--- config.mk ---
export PLATFORM = sky130hd
export DESIGN_NAME = mem_io_ctrl
export DESIGN_NICKNAME = d
export VERILOG_FILES = /design/src/rtl/mem_io_ctrl.sv
export SDC_FILE = /design/constraint.sdc
export NUM_CORES = 1
export LEC_CHECK = 0
export ABC_AREA = 1
export BUFFER_PORTS_ARGS = -buffer_cell sky130_fd_sc_hd__buf_2
export CAP_MARGIN = 20
export CORE_ASPECT_RATIO = 0.9
export CORE_UTILIZATION = 54
export CTS_BUF_LIST = sky130_fd_sc_hd__clkbuf_4 sky130_fd_sc_hd__clkbuf_8 sky130_fd_sc_hd__clkbuf_16
export CTS_CLUSTER_SIZE = 16
export DETAILED_ROUTE_END_ITERATION = 6
export HOLD_SLACK_MARGIN = 0.1
export MAX_ROUTING_LAYER = met4
export PLACE_DENSITY = 0.86
export SYNTH_ARGS = -nofsm -noshare
export SYNTH_HDL_FRONTEND = slang
export SYNTH_SLANG_ARGS = --single-unit
--- constraint.sdc ---
create_clock -name Clk -period 3.5 [get_ports Clk]
set_input_delay 0.35 -clock Clk [delete_from_list [all_inputs] [get_ports Clk]]
set_output_delay 0.35 -clock Clk [all_outputs]
set_load 0.005 [all_outputs]
--- src/rtl/mem_io_ctrl.sv ---
// Routes CPU requests to an async SRAM (SETUP, then WAIT_STATES ACCESS cycles, then DONE)
// or, for IO_ADDR, to a switch-input / hex-display register (straight to DONE).
module mem_io_ctrl #(
  parameter int                DATA_W      = 16,
  parameter int                ADDR_W      = 20,
  parameter int                WAIT_STATES = 2,
  parameter int                NUM_HEX     = 4,
  parameter logic [ADDR_W-1:0] IO_ADDR     = 'hFFFF
) (
  input  logic                   Clk,
  input  logic                   Reset,
  input  logic                   req,
  input  logic                   we,
  input  logic [ADDR_W-1:0]      addr,
  input  logic [DATA_W-1:0]      wdata,
  output logic [DATA_W-1:0]      rdata,
  output logic                   ready,
  output logic                   busy,
  input  logic [DATA_W-1:0]      Switches,
  output logic [4*NUM_HEX-1:0]   hex_out,
  output logic                   CE,
  output logic                   OE,
  output logic                   WE,
  output logic                   UB,
  output logic                   LB,
  output logic [ADDR_W-1:0]      ADDR,
  output logic [DATA_W-1:0]      Data_write,
  input  logic [DATA_W-1:0]      Data_read,
  output logic                   data_oe
);

  typedef enum logic [1:0] {IDLE, SETUP, ACCESS, DONE} state_t;

  state_t                 r_state;
  logic [3:0]             r_cnt;
  logic                   r_we;
  logic [ADDR_W-1:0]      r_addr;
  logic [DATA_W-1:0]      r_wdata;
  logic [DATA_W-1:0]      r_rdata;
  logic [4*NUM_HEX-1:0]   r_hex;
  logic [DATA_W-1:0]      r_sw_meta;
  logic [DATA_W-1:0]      r_sw_sync;
  logic                   r_ce;
  logic                   r_oe;
  logic                   r_we_n;
  logic                   r_bs;
  logic                   r_doe;
  logic                   w_io_hit;

  assign w_io_hit = (addr == IO_ADDR);

  always_ff @(posedge Clk or negedge Reset) begin
    if (!Reset) begin
      r_sw_meta <= '0;
      r_sw_sync <= '0;
    end else begin
      r_sw_meta <= Switches;
      r_sw_sync <= r_sw_meta;
    end
  end

  // Strobes are registered alongside the state so they change only on state edges.
  always_ff @(posedge Clk or negedge Reset) begin
    if (!Reset) begin
      r_state <= IDLE;
      r_cnt   <= '0;
      r_we    <= 1'b0;
      r_addr  <= '0;
      r_wdata <= '0;
      r_rdata <= '0;
      r_hex   <= '0;
      r_ce    <= 1'b1;
      r_oe    <= 1'b1;
      r_we_n  <= 1'b1;
      r_bs    <= 1'b1;
      r_doe   <= 1'b0;
    end else begin
      case (r_state)
        IDLE: begin
          if (req) begin
            if (w_io_hit) begin
              r_state <= DONE;
              if (we) r_hex   <= wdata[4*NUM_HEX-1:0];
              else    r_rdata <= r_sw_sync;
            end else begin
              r_state <= SETUP;
              r_addr  <= addr;
              r_we    <= we;
              r_wdata <= wdata;
              r_ce    <= 1'b0;
              r_bs    <= 1'b0;
              r_oe    <= we;
              r_doe   <= we;
            end
          end
        end
        SETUP: begin
          r_state <= ACCESS;
          r_cnt   <= 4'(WAIT_STATES - 1);
          r_we_n  <= ~r_we;
        end
        ACCESS: begin
          if (r_cnt == 4'd0) begin
            r_state <= DONE;
            r_ce    <= 1'b1;
            r_oe    <= 1'b1;
            r_we_n  <= 1'b1;
            r_bs    <= 1'b1;
            r_doe   <= 1'b0;
            if (!r_we) r_rdata <= Data_read;
          end else begin
            r_cnt <= r_cnt - 4'd1;
          end
        end
        DONE:    r_state <= IDLE;
        default: r_state <= IDLE;
      endcase
    end
  end

  assign ready      = (r_state == DONE);
  assign busy       = (r_state != IDLE);
  assign rdata      = r_rdata;
  assign hex_out    = r_hex;
  assign CE         = r_ce;
  assign OE         = r_oe;
  assign WE         = r_we_n;
  assign UB         = r_bs;
  assign LB         = r_bs;
  assign ADDR       = r_addr;
  assign Data_write = r_wdata;
  assign data_oe    = r_doe;

endmodule

# After elaboration in Yosys (flattened, before gate mapping)
# Cells that the tools add are included.
[classes]
addsub = 1
n_eq_ne = 11
muxes = 22
n_bitwise = 2
reduce_logical = 12
[op_table]
columns = ["operator", "n"]
rows = [
  ["16-bit 2-to-1 mux", 5],
  ["16-bit one-hot mux with 2 select lines", 1],
  ["20-bit by 16-bit equality test with 1-bit output, second input constant", 1],
  ["2-bit != test, second input constant", 7],
  ["1-bit one-hot mux with 2 select lines", 4],
  ["2-bit one-hot mux with 4 select lines", 1],
  ["4-bit one-hot mux with 2 select lines", 1],
  ["4-bit AND reduction", 2],
  ["1-bit 2-to-1 mux", 6],
  ["2-bit 2-to-1 mux", 3],
  ["2-bit AND reduction", 3],
  ["6-bit AND reduction", 1],
  ["2-bit nonzero test", 3],
  ["2-bit equality test, second input constant", 2],
  ["4-bit zero test", 1],
  ["4-bit 2-to-1 mux", 1],
  ["4-bit by 1-bit subtractor with 4-bit output, second input constant", 1],
  ["3-bit AND reduction", 1],
  ["2-bit by 1-bit equality test with 1-bit output, second input constant", 1],
  ["2-bit zero test", 1],
  ["1-bit NOT", 2],
]
[word_totals]
reg_bits = 111
input_bits = 72
out_inout_bits = 76
elab_cells = 61

# Logic depth before layout (Yosys ltp)
# Gate-level depths: netlist (run 1).
[depth]
depth_word = 4
depth_mapped = 12
ltp_nobuf = 11

# Least setup slack after synthesis (run 1)
# OpenSTA, ideal clock, no wires.
[synth_path]
path_kind = "register -> register"
from = "register r_state[0]"
to = "register r_rdata[10] (netlist: rdata[10])"
setup_time_ns = 0.116
t_arrival_ns = 1.509
required_ns = 3.384
path_slack_ns = 1.874
stages_incl_launch_ff = 11
n_path_buf = 1
period_less_slack_ns = 1.626
cell_sequence = "dfrtp_1 -> inv_1 -> ha_1 -> inv_2 -> nand2_2 -> nand3_2 -> nor2_8 -> nand2_4 -> buf_6 -> nand2_1 -> nand2_1"
[synth_between]
elab_chain_cells = 3
word_cells_on_any_way = 10
cone_classes = "eq/ne: 6; mux: 1; reduce/logical: 3"
[synth_rtl]
columns = ["item", "line_no", "source"]
rows = [
  ["start, declared", "34", "state_t r_state;"],
  ["start signal, assigned", "65", "r_state <= IDLE;"],
  ["start signal, assigned", "82", "r_state <= DONE;"],
  ["start signal, assigned", "86", "r_state <= SETUP;"],
  ["2-bit equality test / 2-bit zero test (equally long branches)", "78", "case (r_state)"],
  ["2-bit != test (no source line) / 2-bit nonzero test (equally long branches)", "n/a", ""],
  ["6-bit AND reduction (no source line)", "n/a", ""],
  ["end signal, assigned", "84", "else r_rdata <= r_sw_sync;"],
  ["end signal, assigned", "110", "if (!r_we) r_rdata <= Data_read;"],
  ["end, declared", "39", "logic [DATA_W-1:0] r_rdata;"],
]
# Parallel ways exist; a longest one is shown, timed or not.
# A chain may end at the register's enable or synchronous reset.

# Worst setup path after layout (run 1)
[layout_path]
from = "register r_state[0]"
to = "register r_addr[2] (netlist: ADDR[2])"
[layout_between]
elab_chain_cells = 2
[layout_rtl]
columns = ["item", "line_no", "source"]
rows = [
  ["2-bit zero test", "78", ""],
  ["3-bit AND reduction (no source line)", "n/a", ""],
  ["end signal, assigned", "87", "r_addr <= addr;"],
  ["end, declared", "37", "logic [ADDR_W-1:0] r_addr;"],
]
# Every way passes these cells.

==> results of run 1 <==
==> report_power, final <==
part	internal, mW	switching, mW
clock	0.291	0.447
combinational	0.631	1.01
sequential	1.66	0.205
==> through the flow <==
stage | worst slack (ns) | power, mW | area (sq um) | hold slack, ns
floorplan | 1.874 | 2.905 | 4548 | 0.05441
global placement | 1.243 | 3.431 | 5313 | 0.3314
detailed placement | 1.097 | 3.512 | 5313 | 0.3347
CTS | 1.081 | 4.270 | 5664 | 0.1950
global route | 0.8403 | 4.560 | 5702 | 0.2064
finish | 1.085 | 4.244 | 5702 | 0.2111
==> sequential cells by signal, indices dropped and copies added (netlist names) <==
signal	flops
ADDR	20
WE	1
r_we	1
data_oe	1
r_state	2
Data_write	16
r_sw_sync	16
r_cnt	4
r_sw_meta	16
rdata	16
hex_out	16
LB	1
OE	1
==> path summary, 6_finish.rpt <==
kind                                             start                endpoint  cells past startpoint
worst min-delay path                          wdata[7]  hex_out[7]$_DFFE_PN0P_                      3
worst max register to register  r_state[0]$_DFFE_PN0P_     ADDR[2]$_DFFE_PN0P_                      5
min in group asynchronous                        Reset  hex_out[6]$_DFFE_PN0P_                      2
max in group asynchronous                        Reset  r_sw_sync[5]$_DFF_PN0_                      4
worst min register to register  r_sw_meta[1]$_DFF_PN0_  r_sw_sync[1]$_DFF_PN0_                      0
worst max-delay path            r_state[0]$_DFFE_PN0P_     ADDR[2]$_DFFE_PN0P_                      5
==> worst register-to-register path: cells and delay by family, from the launching register on <==
family,cells,cell delay (ns)
DFF,1,0.42
adders and majority gates,1,0.65
buffers and inverters,1,0.13
and+or+nand+nor,3,1.09
==> synthesized netlist by cell type (all sizes together) (2+ instances only) <==
cell type    n
nor2        18
o22ai        2
nand3       24
nand2      203
ha           7
dfrtp      108
inv         27
nand4       41
clkbuf       8
nor3         3
buf         19
a21oi        2
o21ai       19
dfstp        3
==> logic make-up (layout without fill, tap and decap cells) <==
group           after synthesis  in the layout  share of synthesized area
buf+inv                      55            213                    0.05282
compound gates               24             24                    0.02779
fa+ha+maj                     7              7                    0.01926
flops                       111            111                     0.6116
xor+xnor                      1              1                   0.001926
simple gates                292            292                     0.2867
==> routing by layer <==
metal  global-route usage  part of all wire  vias up
li1                     -                 -     1881
met5                    -                 0        -
met2               0.4189              0.50      127
met1               0.3361              0.44     1838
met4              0.08548             0.013        0
met3              0.04378             0.045       15
==> cell type report <==
type	count	area (sq um)	area share
Clock buffer	10	137.6	0.02414
Clock inverter	5	53.80	0.009436
Sequential cell	111	2781	0.4878
Tap cell	99	123.9	0.02172
Timing Repair Buffer	170	973.4	0.1707
Multi-Input combinational cell	324	1526	0.2677
Inverter	28	105.1	0.01843
==> metrics.txt, run 1 <==
core area between 0.008 and 0.009 sq mm; Post-Synthesis Mean Instance Area 9.282 sq um; Final Max Tran Viols 0; path category of the worst min-delay check in -> reg; largest area contributor in the netlist dfrtp_1; First-pass DRT Iterations 5; Net count, final ~720; CTS resizes 0; net count after synthesis approximately 570; Post-DRT Antenna Nets 0; DIE WIDTH between 90 and 100 microns; Post-CTS Hold Buffers 16; CTS H-tree depth 3; Initial Util 0.5610; Clock transition at path regs ~0.11 ns; CTS buffer count 9; leakage power roughly 3.2 nW; I/O pins around 150; max_slew headroom 0.4894; filler instances around 620; clock tree buffer depth 2; worst skew pair latency between 0.3 and 0.4 ns; status completed; Worst Path Arrival between 2 and 3 ns; Power Density 744.3 mW/mm^2; All-Layer GR Usage 0.2581; initial antenna violation count 0; antenna cells 0; CTS tree done; GR Overflow Total 0; most common cell after layout, fill and taps aside nand2_1; Crit path largest cell delay 0.78 ns; RSZ-0062 raised after global routing no; share of post-route cells with drive strength above 1 0.2870; CP max-delay cell nand3_2; final std cells w/o fill approximately 750; Distinct cells, synth 31; final worst path period share 0.6899; Hold Vio Cnt, Final 0; family with the most delay on the worst path simple AND/OR/NAND/NOR gates; number of global-route vias before repair between 3000 and 4000; Die ar. approximately 0.0088 sq mm; post-synthesis async set-or-reset flop share 1.000; Die Ht 89.07 microns; Seq cells post-synth between 100 and 150; clk sinks ~110; ranking of synthesized cells by area dfrtp_1 (59%), nand2_1 (16%), nand4_1 (5.6%); Critical Path Source Type flop; most frequent cells in the layout nand2_1 (199), buf_2 (146), dfrtp_1 (108), nand4_1 (41), inv_1 (23); TNS Setup 0 ns; initial DRC count approximately 200; Top cell by count, worst path nand2_1; Cells after DPL between 700 and 800; Layout Utilization 0.7033; WP data required between 3 and 4 ns; first-pass GRT wire length about 17 mm; CP max FO 37; final-report setup violation count 0; min Tclk post-route 2.415 ns; cells after synthesis around 500; Area growth syn-to-layout 25.36%; Setup CP Type reg -> reg; reg-to-reg setup timing slack 1.09 ns; max-cap check violation count 0; FP Rows 31; Yosys warnings 0; ys flop type dfrtp_1; PortBufs ~150; DP Wirelength 7.429 mm; number of vias in the routed layout 3861; fmax between 0.4 and 0.5 GHz; Clock Root Buffer clkbuf_8; Worst Setup End Kind flop; worst slew pin tran between 0.7 and 0.8 ns; register area share after synthesis 0.6116; Post-Synthesis Cell Area 0.004548 sq mm; Vias/cell ~5.2; GPL Wtd Cong roughly 0.87; crit-path cells inv_1 -> ha_1 -> nand3_2 -> nand2_1 -> nand2_1; clock skew approximately 0.014 ns; Synth top area share 0.5942; DRC violations left 0; largest net degree at the start of global routing between 90 and 100; Crit path buffers/inverters 1; VDD IR-drop max between 0.0003 and 0.0004 V; Post-CTS Setup Bufs 0; number of flops mapped to enable cells by yosys 0; wire length per cell between 10 and 15 microns; total wire length roughly 11 mm
No activity file was read; power rests on OpenSTA's default activity.
==> inputs of run 2 (changes only) <==
Settings changed: CORE_UTILIZATION 54 to 46, PLACE_DENSITY 0.86 to 0.78.
Clock period 3.5 ns to 2.1 ns, I/O delays scaled along.
==> metrics.txt, run 2 (synthesized netlist as in run 1, its figures left out) <==
FP Rows 34; Hold Vio Cnt, Final 0; dpl ws approximately 0.21 ns; Critical Path Source Type input port; total wire length roughly 11 mm; Die ar. about 0.010 sq mm; final-report setup violation count 0; share of post-route cells with drive strength above 1 0.2838; DRC violations left 0; number of vias in the routed layout slightly below 4000; max-cap check violation count 0; worst skew pair latency ~0.38 ns; DIE WIDTH 106.8 microns; wire length per cell ~14 microns; RSZ-0062 raised after global routing no; most frequent cells in the layout nand2_1 (199), buf_2 (146), dfrtp_1 (108), nand4_1 (41), dlygate4sd3_1 (37); Die Ht between 90 and 100 microns; CTS buffer count 9; number of global-route vias before repair between 3000 and 4000; first-pass GRT wire length 17.96 mm; max layer used met4; PortBufs about 150; clock skew 0.01494 ns; TNS Setup 0 ns; I/O pins between 100 and 150; initial DRC count between 200 and 250; Clock transition at path regs approximately 0.11 ns; clock tree buffer depth 2; WL met1 4.859 mm; CTS H-tree depth 3; fmax roughly 0.52 GHz; Worst Path Arrival 2.18 ns; leakage power 3.298 nW; max reg flops 20; hold path cells 3; GR Overflow Total 0; VDD IR-drop max 0.0005993 V; Placed Area roughly 0.0054 sq mm; WP data required roughly 2.4 ns; CP max FO 17; core area about 0.0097 sq mm; Initial Util 0.4710; initial antenna violation count 0; DP Wirelength about 7.8 mm; Post-DRT Antenna Nets 0; final worst path period share 0.9142; Setup CP Type in -> reg; status completed; First-pass DRT Iterations 5; CTS tree done; max_slew headroom 0.6200; Worst Reg-to-Reg Cells 7; All-Layer GR Usage 0.2335; min Tclk post-route approximately 1.9 ns; largest net degree at the start of global routing between 50 and 60; clk sinks about 110; Area growth syn-to-layout 31.69%; post-route cell area ~0.006 sq mm; path category of the worst min-delay check in -> reg; Power Density between 1000 and 1500 mW/mm^2; Vias/cell roughly 5; Worst Setup End Kind flop; Clock Root Buffer clkbuf_8; met2 wire length between 5 and 6 mm; DR WL met3 around 470 microns; GPL Wtd Cong 0.8250; Final Max Tran Viols 0; worst slew pin tran between 0.5 and 0.6 ns; final setup margin 0.1801 ns; reg-to-reg setup timing slack roughly 0.24 ns; most common cell after layout, fill and taps aside nand2_1; Net count, final 747; antenna cells 0
run 2: area by class of cell:
| cell class | instances | area [sq um] |
|---|---|---|
| inverters | 28 | 105.1 |
| repair buffers | 194 | 1212 |
| clock buffers | 10 | 131.4 |
| flip-flops and latches | 111 | 2781 |
| multi-input cells | 324 | 1526 |
| clock inverters | 6 | 75.07 |
| well taps | 126 | 157.7 |
| fillers | 805 | 3667 |
run 2: what timing repair did:
item / 4_1_cts / 5_1_grt
setup buffers: 0 / 1
hold endpoints to repair: 82 / 0
gates resized for setup: 0 / 1
hold buffers: 37 / 0
setup endpoints to repair: 0 / 16
run 2: path summary, 6_finish.rpt:
kind,from,to
max,addr[17],rdata[4]$_DFFE_PN0P_
min,addr[11],ADDR[11]$_DFFE_PN0P_
max reg2reg,r_state[1]$_DFFE_PN0P_,rdata[4]$_DFFE_PN0P_
min reg2reg,r_sw_meta[7]$_DFF_PN0_,r_sw_sync[7]$_DFF_PN0_
max in group asynchronous,Reset,rdata[4]$_DFFE_PN0P_
min in group asynchronous,Reset,r_cnt[1]$_DFFE_PN0P_
run 2: where the power goes:
| part | switching, mW | internal, mW |
|---|---|---|
| sequential | 0.320 | 2.76 |
| combinational | 1.74 | 1.16 |
| clock | 0.746 | 0.585 |
run 2: critical path: stages:
cell and delay (ns):
dlygate4sd3_1 0.53, buf_2 0.13, nor2_1 0.18, nor3b_2 0.19
nand3_1 0.24, nand2_2 0.35, nand2_4 0.19, nand2_1 0.10
nand2_1 0.05
run 2: routing by layer:
layer,up-vias,global-route usage
li1,1934,-
met3,31,0.03791
met4,0,0.1084
met1,1891,0.2963
met2,122,0.3715
met5,-,-
run 2: stage by stage:
step	power (mW)	instances	hold slack [ns]	utilization
global route	7.869	799	0.1095	0.6202
global placement	5.760	745	0.2366	0.5580
CTS	7.270	798	0.1032	0.6178
finish	7.305	799	0.1113	0.6202
detailed placement	5.871	745	0.2478	0.5580
floorplan	4.841	490	-0.08559	-
